==> src/rtl/delay_pipe_pkg.sv <==
// Shared definitions for the delay_pipe block and for Latch users that need
// occupancy-sized typedefs.
package delay_pipe_pkg;

    // Width of a counter that must represent 0..depth inclusive.
    function automatic int occ_width(input int depth);
        return $clog2(depth + 1);
    endfunction

endpackage

==> src/rtl/delay_pipe_stage.sv <==
// One register stage of delay_pipe: a data register plus its valid bit.
// Advances on i_en, clears only the valid bit on i_flush, and clears both
// registers on the synchronous active-high reset.
module delay_pipe_stage #(
    parameter int WIDTH = 32
) (
    input  logic             clk,
    input  logic             reset,
    input  logic             i_en,
    input  logic             i_flush,
    input  logic             i_valid,
    input  logic [WIDTH-1:0] i_data,
    output logic             o_valid,
    output logic [WIDTH-1:0] o_data
);

    logic             r_valid;
    logic [WIDTH-1:0] r_data;

    // Stage register: reset beats flush, flush beats advance; data never flushed.
    // NOTE: sequential state uses non-blocking assignments so every stage
    // samples its upstream neighbour's old value on the same edge.
    always_ff @(posedge clk) begin
        if (reset) begin
            r_valid <= 1'b0;
            // NOTE: data is cleared on reset as well so out reads 0 right after
            // reset; a flush leaves data alone because only valid is authoritative.
            r_data  <= '0;
        end else begin
            if (i_en) begin
                r_data <= i_data;
            end
            if (i_flush) begin
                r_valid <= 1'b0;
            end else if (i_en) begin
                r_valid <= i_valid;
            end
        end
    end

    assign o_valid = r_valid;
    assign o_data  = r_data;

endmodule

==> src/rtl/delay_pipe.sv <==
// delay_pipe: fixed-latency, stallable, flushable delay line of DEPTH stages.
// A value presented with go at an advancing edge leaves the last stage after
// DEPTH advancing edges; out_valid is meant to drive a Latch write_en.
// Optional feature macro: DELAY_PIPE_OCC_EN adds the registered occ port
// counting how many stages currently hold valid data.
module delay_pipe
    import delay_pipe_pkg::*;
#(
    parameter int WIDTH = 32,
    parameter int DEPTH = 4
) (
    input  logic             clk,
    input  logic             reset,
    input  logic             en,
    input  logic             flush,
    input  logic             go,
    input  logic [WIDTH-1:0] in,
    output logic [WIDTH-1:0] out,
    output logic             out_valid
`ifdef DELAY_PIPE_OCC_EN
    ,
    output logic [occ_width(DEPTH)-1:0] occ
`endif
);

    // Reject degenerate configurations at elaboration.
    if (DEPTH < 1) begin : g_bad_depth
        $error("delay_pipe: DEPTH must be >= 1");
    end
    if (WIDTH < 1) begin : g_bad_width
        $error("delay_pipe: WIDTH must be >= 1");
    end

    // Index 0 is the pipe input; index i is the output of stage i.
    logic [WIDTH-1:0] w_data [0:DEPTH];
    logic [DEPTH:0]   w_valid;

    assign w_data[0]  = in;
    assign w_valid[0] = go;

    for (genvar i = 0; i < DEPTH; i++) begin : g_stage
        delay_pipe_stage #(
            .WIDTH (WIDTH)
        ) u_stage (
            .clk     (clk),
            .reset   (reset),
            .i_en    (en),
            .i_flush (flush),
            .i_valid (w_valid[i]),
            .i_data  (w_data[i]),
            .o_valid (w_valid[i+1]),
            .o_data  (w_data[i+1])
        );
    end

    assign out       = w_data[DEPTH];
    assign out_valid = w_valid[DEPTH];

`ifdef DELAY_PIPE_OCC_EN
    localparam int OCC_W = occ_width(DEPTH);

    logic [OCC_W-1:0] r_occ;

    // Occupancy counter: one in with go, one out when the last stage shifts away.
    // When full, the last stage is valid, so the count can never exceed DEPTH.
    always_ff @(posedge clk) begin
        if (reset || flush) begin
            r_occ <= '0;
        end else if (en) begin
            r_occ <= r_occ + OCC_W'(go) - OCC_W'(w_valid[DEPTH]);
        end
    end

    assign occ = r_occ;

    occ_matches_valid : assert property (
        @(posedge clk) disable iff (reset)
        r_occ == OCC_W'($countones(w_valid[DEPTH:1]))
    );
`endif

endmodule

==> config.mk <==
export PLATFORM = sky130hd
export DESIGN_NAME = delay_pipe
export DESIGN_NICKNAME = d
export VERILOG_FILES = /design/src/rtl/delay_pipe_pkg.sv /design/src/rtl/delay_pipe_stage.sv /design/src/rtl/delay_pipe.sv
export SDC_FILE = /design/constraint.sdc
export NUM_CORES = 1
export LEC_CHECK = 0
export ABC_AREA = 0
export BUFFER_PORTS_ARGS = -buffer_cell sky130_fd_sc_hd__buf_4
export CORE_MARGIN = 5
export CORE_UTILIZATION = 40
export CTS_CLUSTER_SIZE = 8
export DETAILED_ROUTE_END_ITERATION = 16
export SYNTH_ARGS = -nofsm -noshare
export SYNTH_HDL_FRONTEND = slang
export SYNTH_HIERARCHICAL = 1
export SYNTH_SLANG_ARGS = --single-unit
==> constraint.sdc <==
create_clock -name clk -period 1.08 [get_ports clk]
set_input_delay 0.216 -clock clk [delete_from_list [all_inputs] [get_ports clk]]
set_output_delay 0.216 -clock clk [all_outputs]
set_load 0.02 [all_outputs]
Yosys cells after proc, flatten, opt, wreduce, memory -nomap -nowiden
Index checks and enable logic that the tools add are counted.
{"block": "word_totals", "output_inout_bits": 33, "ff_bits": 132, "input_bits": 37}
{"block": "op_classes", "n_reduce_logical": 1}
{"op": "2-bit OR reduction", "n": 1}

Logic depth before layout (Yosys ltp)
{"block": "logic_depth", "depth_word": 1, "ltp_mapped": 4, "ltp_nobuf": 2}

Hierarchy
The synthesis kept the hierarchy.
{"module": "delay_pipe_stage", "cells_per_inst": 107, "instances": 4, "area_each_um2": 1203.7, "seq_area_each_um2": 660.6}

Worst setup path after synthesis
OpenSTA, ideal clock, no wires.
{"block": "synth_path", "path_kind": "input to register", "startpoint": "in en", "endpoint": "reg g_stage[0].u_stage.r_data[0]", "t_arrival_ns": 0.690, "setup_slack_ns": 0.262, "n_path_buf": 2, "required_ns": 0.952, "stages": 4, "setup_ns": 0.128, "cell_sequence": "buf_6 > buf_12 > mux2i_1 > nor2_1"}
{"item": "start, declared", "line_no": "delay_pipe.sv:14", "source": "input logic en,"}
{"item": "end signal, assigned", "line_no": "delay_pipe_stage.sv:31", "source": "r_data <= i_data;"}
{"item": "end, declared", "line_no": "delay_pipe_stage.sv:18", "source": "logic [WIDTH-1:0] r_data;"}

Worst setup path after layout
{"block": "layout_path", "startpoint": "reg g_stage[3].u_stage.r_data[22]", "endpoint": "out out[22]"}
{"item": "start, declared", "line_no": "delay_pipe_stage.sv:18"}
{"item": "start signal, assigned", "line_no": "delay_pipe_stage.sv:31"}
{"item": "end, declared", "line_no": "delay_pipe.sv:18", "source": "output logic [WIDTH-1:0] out,"}
No word-level cell between the ends.

==> run metrics <==
status finished with violations; failing checks setup timing; placed insts ~630; synthesized area per cell 11.2 sq um; largest net degree at the start of global routing 38; TritonCTS clock tree done; die width between 100 and 150 um; First-pass DRT Iterations 4; root buffer cell clkbuf_16; WS Path Type register to output pin; Clk pin slew, worst setup/hold paths roughly 0.060 ns; diode count 0; setup_tns -0.0455 ns; Synthesized Nets 465; Post-synth EDFFs 0; H-tree levels 4; routed via count around 3.1k; wirelength, routed around 9300 um; cells along the critical path buf_6; register area share after synthesis 0.549; Max Cap Viol 0; Post-DP HPWL 6440 um; worst hold path type primary input to register; Max Transition Viols Final 0; RSZ-0062 raised after global routing yes; starting density of the core 0.404; final hold viol count 0; GRT Total Usage 0.135; antenna-violating nets left 0; Max Root-Sink Buffers 2; Syn Inst Count 428; synth unique cells 8; core area 0.0119 sq mm; post-synthesis cell area 0.00481 sq mm; Seq cells post-synth 132; Syn-to-layout area delta 29.9%; Die H 120 um; dominant synthesized flop cell dfxtp_1; first-pass GRT wire length approximately 15000 um; GRT Residual Overflow 0; Buf/Inv on CP 1; wire per inst 13.7 um; die area 0.0143 sq mm; I/O Buffers 69; period utilization 1.01; total chip power 0.0114 W; Synth area leaders dfxtp_1 (55%), mux2i_1 (27%), nor2_1 (10%); DRC Markers 0; initial antenna violation count 0; vias in the first global route about 3.1k; achievable clock frequency 0.912 GHz; startpoint types register; Post-Route Skew approximately 0.004 ns; CP top delay family flip-flops; VDD IR max 0.988 mV; setup ws final -0.0160 ns; gpl congestion 0.691; Crit path largest cell delay 0.35 ns; top cell type's share of synthesized area 0.549; # IOs 70; Critical Path Sink Type output pin; crit path max fanout 2; Min Hold Slack 0.0426 ns; CTS buffer count 17; Worst R2R Setup Slack 0.24 ns; Power Density 1830 mW/mm^2; WP data arrival a little under 0.9 ns; Worst-Margin Slew 0.253 ns; worst endpoint required time 0.86 ns; nets 553; clk sink count 132; post-synthesis async set-or-reset flop share 0; fill count roughly 1.1k; fraction of layout cells with a size suffix above 1 0.302; Syn. warnings 6; top cell types by occurrence after synthesis dfxtp_1 (132), mux2i_1 (132), nor2_1 (128), buf_12 (12), clkbuf_1 (12); flip-flop and latch area between 0.002 and 0.003 sq mm; row cnt 40; Setup crit start g_stage[3].u_stage/o_data[22]; post-synth top area cell dfxtp_1; RR Startpoint g_stage[3].u_stage/o_valid; Non-Filler Instances between 600 and 700; Tmin final 1.10 ns; cell depth of the worst setup path 1; Relative slew margins 0.831; Leakage 2.92 nW; FF-to-FF End g_stage[3].u_stage/o_valid; R2R depth 4; CP endpoint out[22]; DRT iter0 DRCs around 130; drt via density 4.59; latest clock arrival within the worst-skew pair 0.41 ns; area taken by multi-input logic gates 0.00182 sq mm; slowest cell on the critical path dfxtp_2; Final Setup Violations 8
-- state kept, by name, indices dropped and copies added, names as in the netlist --
| register | count |
|---|---|
| g_stage.u_stage/o_data | 128 |
| g_stage.u_stage/o_valid | 4 |
-- kinds of logic (layout without fill, tap and decap cells) --
logic type,after synthesis,in the layout,synth area share
mux,132,132,0.274
flops,132,132,0.549
simple gates,132,132,0.104
buf+inv,32,133,0.0728
-- where the power goes --
| group | total [W] | switching (W) | internal [W] |
|---|---|---|---|
| Sequential | 0.00510 | 0.0000817 | 0.00502 |
| Clock | 0.00565 | 0.00197 | 0.00368 |
| Combinational | 0.000698 | 0.000327 | 0.000370 |
| Total | 0.0114 | 0.00238 | 0.00907 |
-- worst min path at each step --
stage | start | to | slack, ns | cells after the start
final | in[21] | g_stage[0].u_stage/o_data[21] | 0.04 | 3
after global routing | in[3] | g_stage[0].u_stage/o_data[3] | 0.03 | 3
after CTS | in[21] | g_stage[0].u_stage/o_data[21] | 0.02 | 3
after detailed placement | flush | g_stage[1].u_stage/o_valid | 0.42 | 2
after global placement | flush | g_stage[0].u_stage/o_valid | 0.42 | 2
after floorplan | flush | g_stage[0].u_stage/o_valid | 0.30 | 1
-- worst register-to-register path, stage by stage (launching register included) --
cell and delay [ns]:
dfxtp_2 0.32, buf_4 0.12, buf_4 0.12, mux2i_1 0.11, nor3_1 0.06
-- layout by cell type, fill, tap and decap left out, drive strengths merged --
cell         Yosys  final
mux2i          132    132
dfxtp          132    132
nor2           128    128
buf             16    100
clkbuf          16     23
nor3             4      4
clkinv           0      4
bufinv           0      3
clkinvlp         0      2
dlygate4sd3      0      1
-- layer usage --
metal  up-vias  global-route usage  wire length, um
met4         0              0.0666              163
li1       1606                   -                -
met1      1421               0.157             4120
met3        19              0.0561              545
met5         -                   0                0
met2        57               0.215             4430
-- area by class of cell --
class	instances	area share
multi-input combinational	264	0.291
tap	147	0.0294
clock inverter	9	0.0206
sequential	132	0.429
timing repair buffer	101	0.156
clock buffer	23	0.0732
-- repair_timing --
action,in CTS,in global routing
setup endpoints to repair,33,33
buffers inserted,7,7
gates resized for setup,66,0
hold endpoints to repair,4,0
hold buffers,1,0
-- metrics by stage --
| step | setup WS (ns) | util | area, sq um |
|---|---|---|---|
| after global routing | -0.0650 | 0.525 | 6250 |
| after detailed placement | 0.0258 | 0.452 | 5390 |
| after floorplan | 0.262 | - | 4810 |
| after CTS | -0.0404 | 0.520 | 6200 |
| after global placement | 0.0674 | 0.452 | 5390 |
| final | -0.0160 | 0.525 | 6250 |
Note: power is estimated with default switching activity, not from simulation.
